--- src/rtl/monitor_bus_pkg.sv ---
// Shared definitions for the monitor card bus master:
// FSM state encoding, bus idle levels and the phase-advance helper.
package monitor_bus_pkg;

    typedef logic [2:0] state_t;

    // Consecutive encoding lets the phase states advance by increment.
    localparam state_t ST_IDLE     = 3'd0;
    localparam state_t ST_A_SETUP  = 3'd1;
    localparam state_t ST_A_STROBE = 3'd2;
    localparam state_t ST_A_HOLD   = 3'd3;
    localparam state_t ST_D_SETUP  = 3'd4;
    localparam state_t ST_D_STROBE = 3'd5;
    localparam state_t ST_D_HOLD   = 3'd6;
    localparam state_t ST_DONE     = 3'd7;

    // Bus levels whenever no transaction owns the card bus.
    localparam logic       SLOT_IDLE   = 1'b1;
    localparam logic       CLK_RW_IDLE = 1'b1;
    localparam logic       AX_D_IDLE   = 1'b1;
    localparam logic       R_WX_IDLE   = 1'b1;
    localparam logic       AD_OE_IDLE  = 1'b0;
    localparam logic [7:0] AD_IDLE     = 8'h00;

    function automatic state_t next_phase(state_t s);
        return s + 3'd1;
    endfunction

endpackage

--- src/rtl/monitor_bus_irq_sync.sv ---
// Card interrupt synchroniser and falling-edge latch.
// Ports: clk_i, rst_ni (async low), irq_ni (async, active-low), ack_i, pending_o.
module monitor_bus_irq_sync (
    input  logic clk_i,
    input  logic rst_ni,
    input  logic irq_ni,
    input  logic ack_i,
    output logic pending_o
);

    logic sync1_q, sync2_q, prev_q;
    logic pending_q, pending_d;
    logic fall;

    // prev_q holds the previous synchronised level for edge detection.
    assign fall = prev_q & ~sync2_q;

    // A fresh edge wins over a simultaneous acknowledge.
    always_comb begin
        pending_d = pending_q;
        if (fall) begin
            pending_d = 1'b1;
        end else if (ack_i) begin
            pending_d = 1'b0;
        end
    end

    always_ff @(posedge clk_i or negedge rst_ni) begin
        if (!rst_ni) begin
            sync1_q   <= 1'b1;
            sync2_q   <= 1'b1;
            prev_q    <= 1'b1;
            pending_q <= 1'b0;
        end else begin
            sync1_q   <= irq_ni;
            sync2_q   <= sync1_q;
            prev_q    <= sync2_q;
            pending_q <= pending_d;
        end
    end

    assign pending_o = pending_q;

endmodule

--- src/rtl/monitor_bus_master.sv ---
// Monitor card bus master: one command -> address phase + data phase
// (setup/strobe/hold each PHASE_CYCLES clocks) on a multiplexed 8-bit bus.
// Ports: clk_50mhz_in, reset_x (async low); cmd_valid/cmd_ready, cmd_addr,
// cmd_wdata, cmd_rnw; rsp_valid, rsp_rdata; slot_x_int_x, clk_rw, ax_d, r_wx;
// ad_out, ad_oe, ad_in; irq_x, irq_ack, irq_pending.
// Define MONITOR_BUS_IRQ_EN to build the interrupt synchroniser/latch.
module monitor_bus_master
    import monitor_bus_pkg::*;
#(
    parameter int PHASE_CYCLES = 8
) (
    input  logic       clk_50mhz_in,
    input  logic       reset_x,
    input  logic       cmd_valid,
    output logic       cmd_ready,
    input  logic [7:0] cmd_addr,
    input  logic [7:0] cmd_wdata,
    input  logic       cmd_rnw,
    output logic       rsp_valid,
    output logic [7:0] rsp_rdata,
    output logic       slot_x_int_x,
    output logic       clk_rw,
    output logic       ax_d,
    output logic       r_wx,
    output logic [7:0] ad_out,
    output logic       ad_oe,
    input  logic [7:0] ad_in,
    input  logic       irq_x,
    input  logic       irq_ack,
    output logic       irq_pending
);

    localparam logic [7:0] LAST_CNT = 8'(PHASE_CYCLES - 1);

    state_t     state_q, state_d;
    logic [7:0] cnt_q, cnt_d;
    logic [7:0] rdata_q, rdata_d;
    logic [7:0] addr_q, wdata_q;
    logic       rnw_q;
    logic       ready_en_q;

    logic accept;
    logic phase_last;
    logic in_addr, in_data, in_bus;
    logic strobe;
    logic wr_data;

    // Held low through reset and its first clock afterwards.
    assign cmd_ready  = ready_en_q && (state_q == ST_IDLE);
    assign accept     = cmd_valid && cmd_ready;
    assign phase_last = (cnt_q == LAST_CNT);

    assign in_addr = (state_q == ST_A_SETUP) || (state_q == ST_A_STROBE) ||
                     (state_q == ST_A_HOLD);
    assign in_data = (state_q == ST_D_SETUP) || (state_q == ST_D_STROBE) ||
                     (state_q == ST_D_HOLD);
    assign in_bus  = in_addr || in_data;
    assign strobe  = (state_q == ST_A_STROBE) || (state_q == ST_D_STROBE);
    assign wr_data = in_data && !rnw_q;

    always_comb begin
        state_d = state_q;
        cnt_d   = cnt_q;
        rdata_d = rdata_q;
        unique case (state_q)
            ST_IDLE: begin
                if (accept) begin
                    state_d = ST_A_SETUP;
                    cnt_d   = 8'd0;
                    if (!cmd_rnw) begin
                        rdata_d = 8'h00;
                    end
                end
            end
            ST_DONE: begin
                state_d = ST_IDLE;
            end
            default: begin
                if (phase_last) begin
                    cnt_d   = 8'd0;
                    state_d = next_phase(state_q);
                end else begin
                    cnt_d = cnt_q + 8'd1;
                end
                // Card data is valid by the end of the data strobe.
                if ((state_q == ST_D_STROBE) && phase_last && rnw_q) begin
                    rdata_d = ad_in;
                end
            end
        endcase
    end

    always_ff @(posedge clk_50mhz_in or negedge reset_x) begin
        if (!reset_x) begin
            state_q    <= ST_IDLE;
            cnt_q      <= 8'd0;
            rdata_q    <= 8'h00;
            ready_en_q <= 1'b0;
        end else begin
            state_q    <= state_d;
            cnt_q      <= cnt_d;
            rdata_q    <= rdata_d;
            ready_en_q <= 1'b1;
        end
    end

    always_ff @(posedge clk_50mhz_in or negedge reset_x) begin
        if (!reset_x) begin
            addr_q  <= 8'h00;
            wdata_q <= 8'h00;
            rnw_q   <= 1'b1;
        end else if (accept) begin
            addr_q  <= cmd_addr;
            wdata_q <= cmd_wdata;
            rnw_q   <= cmd_rnw;
        end
    end

    // Bus pins decode straight from the state so reset idles them at once.
    assign slot_x_int_x = in_bus ? 1'b0 : SLOT_IDLE;
    assign ax_d         = in_addr ? 1'b0 : AX_D_IDLE;
    assign clk_rw       = strobe ? 1'b0 : CLK_RW_IDLE;
    assign r_wx         = (in_bus && !rnw_q) ? 1'b0 : R_WX_IDLE;
    assign ad_oe        = (in_addr || wr_data) ? 1'b1 : AD_OE_IDLE;
    assign ad_out       = in_addr ? addr_q :
                          wr_data ? wdata_q : AD_IDLE;

    assign rsp_valid = (state_q == ST_DONE);
    assign rsp_rdata = rdata_q;

`ifdef MONITOR_BUS_IRQ_EN
    monitor_bus_irq_sync u_irq (
        .clk_i     (clk_50mhz_in),
        .rst_ni    (reset_x),
        .irq_ni    (irq_x),
        .ack_i     (irq_ack),
        .pending_o (irq_pending)
    );
`else
    logic unused_irq;
    assign unused_irq  = irq_x ^ irq_ack;
    assign irq_pending = 1'b0;
`endif

endmodule

--- config.mk ---
export PLATFORM = sky130hd
export DESIGN_NAME = monitor_bus_master
export DESIGN_NICKNAME = d
export VERILOG_FILES = /design/src/rtl/monitor_bus_pkg.sv /design/src/rtl/monitor_bus_irq_sync.sv /design/src/rtl/monitor_bus_master.sv
export SDC_FILE = /design/constraint.sdc
export NUM_CORES = 1
export LEC_CHECK = 0
export CAP_MARGIN = 20
export CORE_AREA = 2 2 76 57
export CTS_CLUSTER_DIAMETER = 80
export DETAILED_ROUTE_END_ITERATION = 10
export DIE_AREA = 0 0 78 59
export PLACE_DENSITY = 0.82
export RECOVER_POWER = 25
export SLEW_MARGIN = 15
export SYNTH_ARGS = -nofsm -noshare
export SYNTH_HDL_FRONTEND = slang
export SYNTH_SLANG_ARGS = --single-unit
export TNS_END_PERCENT = 5
--- constraint.sdc ---
create_clock -name clk_50mhz_in -period 5.03 [get_ports clk_50mhz_in]
set_input_delay 0.503 -clock clk_50mhz_in [delete_from_list [all_inputs] [get_ports clk_50mhz_in]]
set_output_delay 0.503 -clock clk_50mhz_in [all_outputs]
set_load 0.05 [all_outputs]
Word level (Yosys, flattened, before mapping):

Index checks and enable logic that the tools add are counted.

* $add $sub $neg: 2
* equal/unequal tests: 10
* multiplexer cells: 17
* bitwise gates (word level): 1
* reductions and logical operators: 20

Operators by type and width (count)
* 8-bit 2-to-1 mux: 7
* 8-bit case mux with 2 select lines: 2
* 3-bit equality test (second input constant): 4
* 8-bit by 1-bit adder with 8-bit output (second input constant): 1
* 8-bit by 3-bit equality test with 1-bit output (second input constant): 1
* 1-bit logical OR: 7
* 3-bit by 2-bit equality test with 1-bit output (second input constant): 2
* 1-bit logical AND: 6
* 3-bit 2-to-1 mux: 2
* 3-bit case mux with 2 select lines: 1
* 1-bit 2-to-1 mux: 5
* 2-bit != test (second input constant): 2
* 2-bit AND reduction: 2
* 4-bit AND reduction: 1
* 3-bit by 1-bit adder with 3-bit output (second input constant): 1
* 3-bit by 1-bit equality test with 1-bit output (second input constant): 1
* 3-bit logical NOT: 1
* 3-bit nonzero test: 1
* 2-bit nonzero test: 1
* 1-bit logical NOT: 1
* 1-bit NOT: 1

* register bits: 37
* logic and storage cells: 57

Logic depth before layout (Yosys ltp):

Gate-level depths: netlist of run 1.

* word-level depth: 6
* depth in mapped cells: 8
* gate-level depth less buffers: 6

Worst setup path after synthesis of run 1:

No wires, ideal clock.

* path kind: flip-flop to output port
* start: register state_q[0]
* end: output ad_out[0]
* arrival: 2223 ps
* slack: 2304 ps
* cell stages (with the launch flop): 8
* cell sequence: dfrtp_1 inv_1 ha_1 or2_2 a21oi_1 buf_2 mux2i_1 nor2_1

* cells in the longest elaborated chain, start to end: 6
* elaborated cells on any way between the ends: 13

Ends and longest elaborated chain
* start, declared: RTL line monitor_bus_master.sv:35 `state_t state_q, state_d;`
* start signal, assigned: RTL line monitor_bus_master.sv:100 `state_q <= state_d;`
* 3-bit equality test: RTL line monitor_bus_master.sv:55 `assign in_data = (state_q == ST_D_SETUP) || (state_q == ST_D_STROBE) ||`
* 1-bit logical OR (2 in series): RTL line monitor_bus_master.sv:55
* 1-bit logical AND: RTL line monitor_bus_master.sv:59 `assign wr_data = in_data && !rnw_q;`
* 8-bit 2-to-1 mux: RTL line monitor_bus_master.sv:126 `wr_data ? wdata_q : AD_IDLE;`
* 8-bit 2-to-1 mux *: RTL line monitor_bus_master.sv:125 `assign ad_out = in_addr ? addr_q :`
* end, declared: RTL line monitor_bus_master.sv:25 `output logic [7:0] ad_out,`

Every way passes the cells marked *; elsewhere a longest branch is shown, timed or not.

Worst setup path in the final report of run 1:

* start: register state_q[0]
* end: output ad_out[1]

Same word-level chain as after synthesis.

==> results by group, run 1 <==
Clock network
  • Bufs on Longest Clock Path: 2
  • Worst skew pair latency: 0.30 ns
  • H-tree levels: 2
  • CTS Hold Bufs: 0
  • Post-CTS setup buffer count: 0
  • Clock Pin Slew Worst Setup and Hold Paths: 0.07 ns
  • Clock buffer count from CTS: 5
  • CTS sink cnt: 37
  • CTS resizes: 0
  • TritonCTS clock tree: built
  • Clk root buf: clkbuf_8

Floorplan
  • Die W: 78 um
  • Floorplan die height: 59 um
  • Die area: 4600 um2
  • Rows: 19
  • Initial Util: 0.500
  • Core area: 3800 um2
  • Number of I/O pins: 54

Worst setup path
  • Largest stage delay on the critical path: 0.81 ns
  • CP cell instances: inv_1 > ha_1 > or2_2 > a21oi_1 > buf_4 > mux2i_1 > nor2_1 > clkdlybuf4s50_1
  • Slowest cell on crit path: clkdlybuf4s50_1
  • Crit start category: register
  • Worst Path Max Fanout: 5
  • Crit. End Element: primary output
  • CP bufs+invs: 3
  • Crit path DAT: 3.11 ns
  • CP delay by family, top: buffers and inverters
  • Crit Path Class: register to primary output
  • WP data required: 4.53 ns

Synth
  • Synth async-reset ratio: 1.00
  • Yosys warns: 0
  • Post-Syn Nets: 201
  • Avg Cell Area, Syn: 11.6 um2
  • Synth unique cells: 41
  • Synth top area share: 0.474
  • Cells after synthesis: 164
  • Leading area contributor after synthesis: dfrtp_1
  • Top cells by area, synth: dfrtp_1 (47%), mux2_2 (10%), mux2i_1 (4.7%)
  • EDFF count, synth: 0
  • Area of the mapped netlist: 1900 um2
  • Commonest cells post-synth: dfrtp_1 (36), mux2_2 (17), nor2_1 (14)
  • Seq cells post-synth: 37
  • Ys flop type: dfrtp_1
  • Top-count cell post-synth: dfrtp_1
  • Sequential fraction of the synthesis area: 0.488

Cells and area
  • Synth-to-Final Area Change: 32.9%
  • Layout cells sized above 1: 0.213
  • # nets final: 252
  • Fin util: 0.664
  • Antenna diode count: 0

Drt
  • Drt first pass iters: 4
  • Initial DRC count: 84
  • Routed vias/inst: 5.19
  • Antenna viol nets, final: 0
  • Remaining DRCs: 0
  • Vias: 1391
  • DRT Wirelength: 3820 um
  • Wire per inst: 14.2 um

Placed design
  • Buffers on Ports: 50
  • GP Congestion: 0.811
  • Post-DP HPWL: 2800 um

Run
  • Maxcap violations: 1

Outcome
  • Failing checks: capacitance limit, slew limit
  • Run status: finished with violations

STA
  • Fmax: 277 MHz
  • Clk_skew: 0.0117 ns
  • Worst-Margin Slew: 1.91 ns
  • Period utilization: 0.719
  • Fin crit period: 3.62 ns
  • Slew HR: -0.272
  • Unrepaired setup endpoints after global routing: false
  • # setup viols final: 0
  • Slew Viols, Final: 38
  • Fin. Hold Viols: 0
  • Setup tns final: 0 ns

Power
  • Peak VDD IR: 0.531 mV
  • PwrDens: 708 nW/um2
  • Leakage: 1.13 nW

GRT
  • Number of global-route vias before repair: 1368
  • GR Util met2: 0.291
  • Met3 usage in global routing: 0.0503
  • Met1 usage: 0.232
  • Largest net degree at the start of global routing: 38
  • Gr ovfl total: 0
  • Layer carrying the most global-route usage: met2
  • First-pass GRT wire length: 6390 um
  • Initial antenna violation count: 0
  • Tot GR Track Use: 0.181

Min path
  • Hold Path Class: register to register
[per-stage QoR]
step	cells	hold WS [ns]	instance area, um2	power (mW)	setup slack [ns]
floorplan	164	0.207	1900	1.24	2.30
global placement	259	0.487	2400	1.50	1.57
detailed placement	259	0.491	2400	1.53	1.48
CTS	267	0.322	2520	1.79	1.14
global route	268	0.522	2520	1.89	1.21
finish	268	0.501	2520	1.79	1.41
[kinds of logic (layout without fill, tap and decap cells)]
| kind of cell | after synthesis | in the layout | synth area share |
|---|---|---|---|
| mux | 27 | 27 | 0.156 |
| other cells | 2 | 2 | 0.00395 |
| fa+ha+maj | 7 | 7 | 0.0461 |
| flops | 37 | 37 | 0.488 |
| xor+xnor | 2 | 2 | 0.00922 |
| compound gates | 32 | 32 | 0.132 |
| simple gates | 45 | 45 | 0.124 |
| buf+inv | 12 | 64 | 0.0402 |
[layout by cell type (no fill, tap or decap), types with 2 or more instances in the layout]
cell             netlist  final
and3_1                 2      2
a21o_1                 3      3
clkbuf_8               0      5
mux2_2                17     17
ha_1                   7      7
and2_1                 2      2
mux2i_1                9      9
or2_2                  2      2
a31oi_1                3      3
a22o_2                 8      8
nor2_1                14     14
inv_1                  5      5
o21ai_0                6      6
nand2_1               11     11
a21oi_1                5      5
nand3_1                4      4
dfrtp_1               36     36
conb_1                 2      2
clkdlybuf4s50_1        0     49
and3_2                 2      2
[per-layer routing]
layer	up-vias	routed length (um)
met5	-	0
met4	0	76
met3	9	185
met2	40	1770
met1	664	1790
li1	678	-
[area by class of cell]
class	instances	area, um2
clock inverter	3	46.3
fill	291	1280
inverter	5	18.8
clock buffer	5	68.8
tap	52	65.1
timing repair buffer	51	502
multi-input combinational	115	897
sequential	37	927
[worst reg2reg max path, delay by kind of cell, from the launching register on]
family / cells / cell delay (ns)
simple gates: 2 / 0.94
flops: 1 / 0.43
mux: 1 / 0.31
fa+ha+maj: 1 / 0.20
buf+inv: 1 / 0.11
compound gates: 1 / 0.09
[power by group]
| part | internal (mW) | total, mW | switching (mW) |
|---|---|---|---|
| registers | 0.404 | 0.483 | 0.0788 |
| clock network | 0.148 | 0.261 | 0.113 |
| logic | 0.405 | 1.04 | 0.639 |
| total | 0.958 | 1.79 | 0.831 |
[worst paths after layout]
check / startpoint / cells past startpoint / endpoint / slack [ns]
worst max-delay path: state_q[0] / 8 / ad_out[1] / 1.41
worst min-delay path: rsp_rdata[5] / 1 / rsp_rdata[5] / 0.50
worst max register to register: state_q[0] / 6 / state_q[1] / 2.83
worst min register to register: rsp_rdata[5] / 1 / rsp_rdata[5] / 0.50
max in group asynchronous: reset_x / 1 / cnt_q[4] / 3.20
min in group asynchronous: reset_x / 1 / rsp_rdata[4] / 0.73
[flip-flops by register name (all words and copies together), names as in the netlist]
signal / cells
addr_q: 8
cnt_q: 8
rsp_rdata: 8
wdata_q: 8
state_q: 3
ready_en_q: 1
rnw_q: 1
Note: power is estimated with default switching activity, not from simulation.
==> run 2, diff against run 1 <==
--- a/config.mk
+++ b/config.mk
@@ -6,11 +6,11 @@
 export NUM_CORES = 1
 export LEC_CHECK = 0
 export CAP_MARGIN = 20
-export CORE_AREA = 2 2 76 57
+export CORE_AREA = 2 2 83 61
 export CTS_CLUSTER_DIAMETER = 80
 export DETAILED_ROUTE_END_ITERATION = 10
-export DIE_AREA = 0 0 78 59
-export PLACE_DENSITY = 0.82
+export DIE_AREA = 0 0 85 63
+export PLACE_DENSITY = 0.74
 export RECOVER_POWER = 25
 export SLEW_MARGIN = 15
 export SYNTH_ARGS = -nofsm -noshare
==> constraint.sdc (replaced) <==
create_clock -name clk_50mhz_in -period 2.95 [get_ports clk_50mhz_in]
set_input_delay 0.295 -clock clk_50mhz_in [delete_from_list [all_inputs] [get_ports clk_50mhz_in]]
set_output_delay 0.295 -clock clk_50mhz_in [all_outputs]
set_load 0.05 [all_outputs]
==> run 2 against run 1 <==
Against the previous run:
- the run still ends with capacitance limit, slew limit left
- highest routed layer unchanged
- critical path type unchanged
- clock skew shrank 0.0074 ns
- critical path depth shrank 1
- via count grew 1.9%
- largest cell class unchanged
- clock power grew 47%
==> results by group, run 2 (synthesized netlist as in run 1, its figures left out) <==
Worst setup path
  • Slowest cell on crit path: clkdlybuf4s50_1 (unchanged)
  • Crit. End Element: primary output (unchanged)
  • Cell depth of the worst setup path: 7 (was 8)
  • CP startpoint: state_q[1] (was state_q[0])
  • WP data required: 2.65 ns (was 4.53 ns)
  • CP bufs+invs: 2 (was 3)
  • Crit start category: register (unchanged)
  • R2r setup slk: 0.86 ns (was 2.83 ns)
  • End of the critical path: r_wx (was ad_out[1])
  • Worst Path Max Fanout: 4 (was 5)
  • Largest stage delay on the critical path: 0.79 ns (was 0.81 ns)
  • CP delay by family, top: buffers and inverters (unchanged)
  • Crit Path Class: register to primary output (unchanged)
  • Reg-to-Reg End: rsp_rdata[2] (was state_q[1])
  • Crit path DAT: 2.51 ns (was 3.11 ns)
  • Cell mode on critical path: or2_2
  • CP cell instances: inv_1 > ha_1 > or2_2 > a21o_1 > nor2_1 > or2_2 > clkdlybuf4s50_1 (was inv_1 > ha_1 > or2_2 > a21oi_1 > buf_4 > mux2i_1 > nor2_1 > clkdlybuf4s50_1)
  • Reg2reg start: state_q[0] (unchanged)
  • Worst Reg-to-Reg Cells: 7 (was 6)

STA
  • Worst-Margin Slew: 1.96 ns (was 1.91 ns)
  • Setup tns final: 0 ns (unchanged)
  • PnR worst setup slack: 0.142 ns (was 1.41 ns)
  • Clk_skew: 0.00424 ns (was 0.0117 ns)
  • Slew HR: -0.307 (was -0.272)
  • # setup viols final: 0 (unchanged)
  • Period utilization: 0.952
  • Fin crit period: 2.81 ns
  • Fin. Hold Viols: 0 (unchanged)
  • Slew Viols, Final: 38 (unchanged)
  • Unrepaired setup endpoints after global routing: false (unchanged)
  • Fmax: 356 MHz

Floorplan
  • Number of I/O pins: 54 (unchanged)
  • Initial Util: 0.413 (was 0.500)
  • Core area: 4600 um2 (was 3800 um2)
  • Die area: 5360 um2 (was 4600 um2)
  • Floorplan die height: 63 um (was 59 um)
  • Die W: 85 um (was 78 um)
  • Rows: 21 (was 19)

GRT
  • Initial antenna violation count: 0 (unchanged)
  • Number of global-route vias before repair: 1426 (was 1368)
  • Largest net degree at the start of global routing: 38 (unchanged)
  • Gr ovfl total: 0 (unchanged)
  • Tot GR Track Use: 0.158 (was 0.181)
  • First-pass GRT wire length: 6710 um (was 6390 um)

Drt
  • Drt first pass iters: 4 (unchanged)
  • Vias: 1418 (was 1391)
  • DRT Wirelength: 4000 um (was 3820 um)
  • Wire per inst: 14.4 um (was 14.2 um)
  • Initial DRC count: 88 (was 84)
  • Antenna viol nets, final: 0 (unchanged)
  • Remaining DRCs: 0 (unchanged)
  • Met2 wire len: 1770 um (about the same)
  • Routed vias/inst: 5.12 (was 5.19)
  • Routed met3 length: 289 um (was 185 um)
  • Post-Route M1 WL: 1920 um (was 1790 um)
  • DR top layer: met4 (unchanged)

Outcome
  • Run status: finished with violations (unchanged)
  • Failing checks: capacitance limit, slew limit (unchanged)

Clock network
  • Worst skew pair latency: 0.28 ns (was 0.30 ns)
  • CTS sink cnt: 37 (unchanged)
  • Bufs on Longest Clock Path: 2 (unchanged)
  • CTS resizes: 0 (unchanged)
  • Clock buffer count from CTS: 5 (unchanged)
  • Clock Pin Slew Worst Setup and Hold Paths: 0.07 ns (about the same)
  • TritonCTS clock tree: built (unchanged)
  • Post-CTS setup buffer count: 0 (unchanged)
  • Clk root buf: clkbuf_8 (unchanged)
  • H-tree levels: 2 (unchanged)
  • CTS Hold Bufs: 0 (unchanged)

Cells and area
  • Antenna diode count: 0 (unchanged)
  • Layout cells sized above 1: 0.268 (was 0.213)
  • Synth-to-Final Area Change: 38.8% (was 32.9%)
  • Cell Count, Final, Fillers Out: 277 (was 268)
  • Most frequent cells in the layout: clkdlybuf4s50_1 (40), dfrtp_1 (36), mux2_2 (17), nor2_1 (14), nand2_1 (11) (was clkdlybuf4s50_1 (49), dfrtp_1 (36), mux2_2 (17), nor2_1 (14), nand2_1 (11))
  • # nets final: 256 (was 252)
  • Commonest non-fill, non-tap cell in the layout: clkdlybuf4s50_1 (unchanged)

Placed design
  • Worst slack, placed: 0.453 ns (was 1.48 ns)
  • GP Congestion: 0.766 (was 0.811)
  • Dpl cells: 269 (was 259)
  • Post-DP HPWL: 2910 um (was 2800 um)
  • Buffers on Ports: 50 (unchanged)

Power
  • Peak VDD IR: 1.10 mV (was 0.531 mV)
  • Leakage: 1.20 nW (was 1.13 nW)
  • PwrDens: 1270 nW/um2 (was 708 nW/um2)

Run
  • Maxcap violations: 1 (unchanged)

Min path
  • Hold Path Class: register to register (unchanged)
==> run 2: cell types whose count changed in the layout (fill, tap and decap cells not counted), sizes merged <==
cell           delta
buf              +13
clkdlybuf4s50     -9
clkbuf            +2
bufinv            -1
clkinvlp          -1
==> run 2: worst min path at each step <==
| stage | startpoint | endpoint | depth (start not counted) |
|---|---|---|---|
| 2_1_floorplan | reset_x | addr_q[0] | 0 |
| 3_3_place_gp | reset_x | wdata_q[6] | 1 |
| 3_5_place_dp | reset_x | addr_q[6] | 1 |
| 4_1_cts | reset_x | addr_q[3] | 1 |
| 5_1_grt | addr_q[6] | addr_q[6] | 1 |
| 6_report | rsp_rdata[5] | rsp_rdata[5] | 1 |
==> run 2: where the power goes <==
part,internal (mW),switching [mW],leakage (nW)
clock network,0.211,0.173,0.0542
logic,0.968,1.17,0.676
registers,0.690,0.139,0.467
==> run 2: final cells by class <==
type | count | area, um2
Clock buffer | 7 | 96.3
Clock inverter | 1 | 5.00
Fill cell | 372 | 1960
Inverter | 5 | 18.8
Multi-Input combinational cell | 115 | 897
Sequential cell | 37 | 927
Tap cell | 57 | 71.3
Timing Repair Buffer | 55 | 622
==> run 2: per-layer routing <==
layer  GRT usage  up-vias
met3      0.0476        3
met4      0.0397        0
met5           0        -
met1       0.217      673
li1            -      687
met2       0.246       55
==> run 2: through the flow <==
stage / hold WS [ns] / cell area [um2] / utilization / power [mW]
floorplan: -0.000591 / 1900 / - / 2.11
global placement: 0.431 / 2540 / 0.552 / 2.95
detailed placement: 0.442 / 2540 / 0.552 / 2.98
CTS: 0.129 / 2640 / 0.574 / 3.38
global route: 0.521 / 2640 / 0.574 / 3.54
finish: 0.496 / 2640 / 0.574 / 3.35
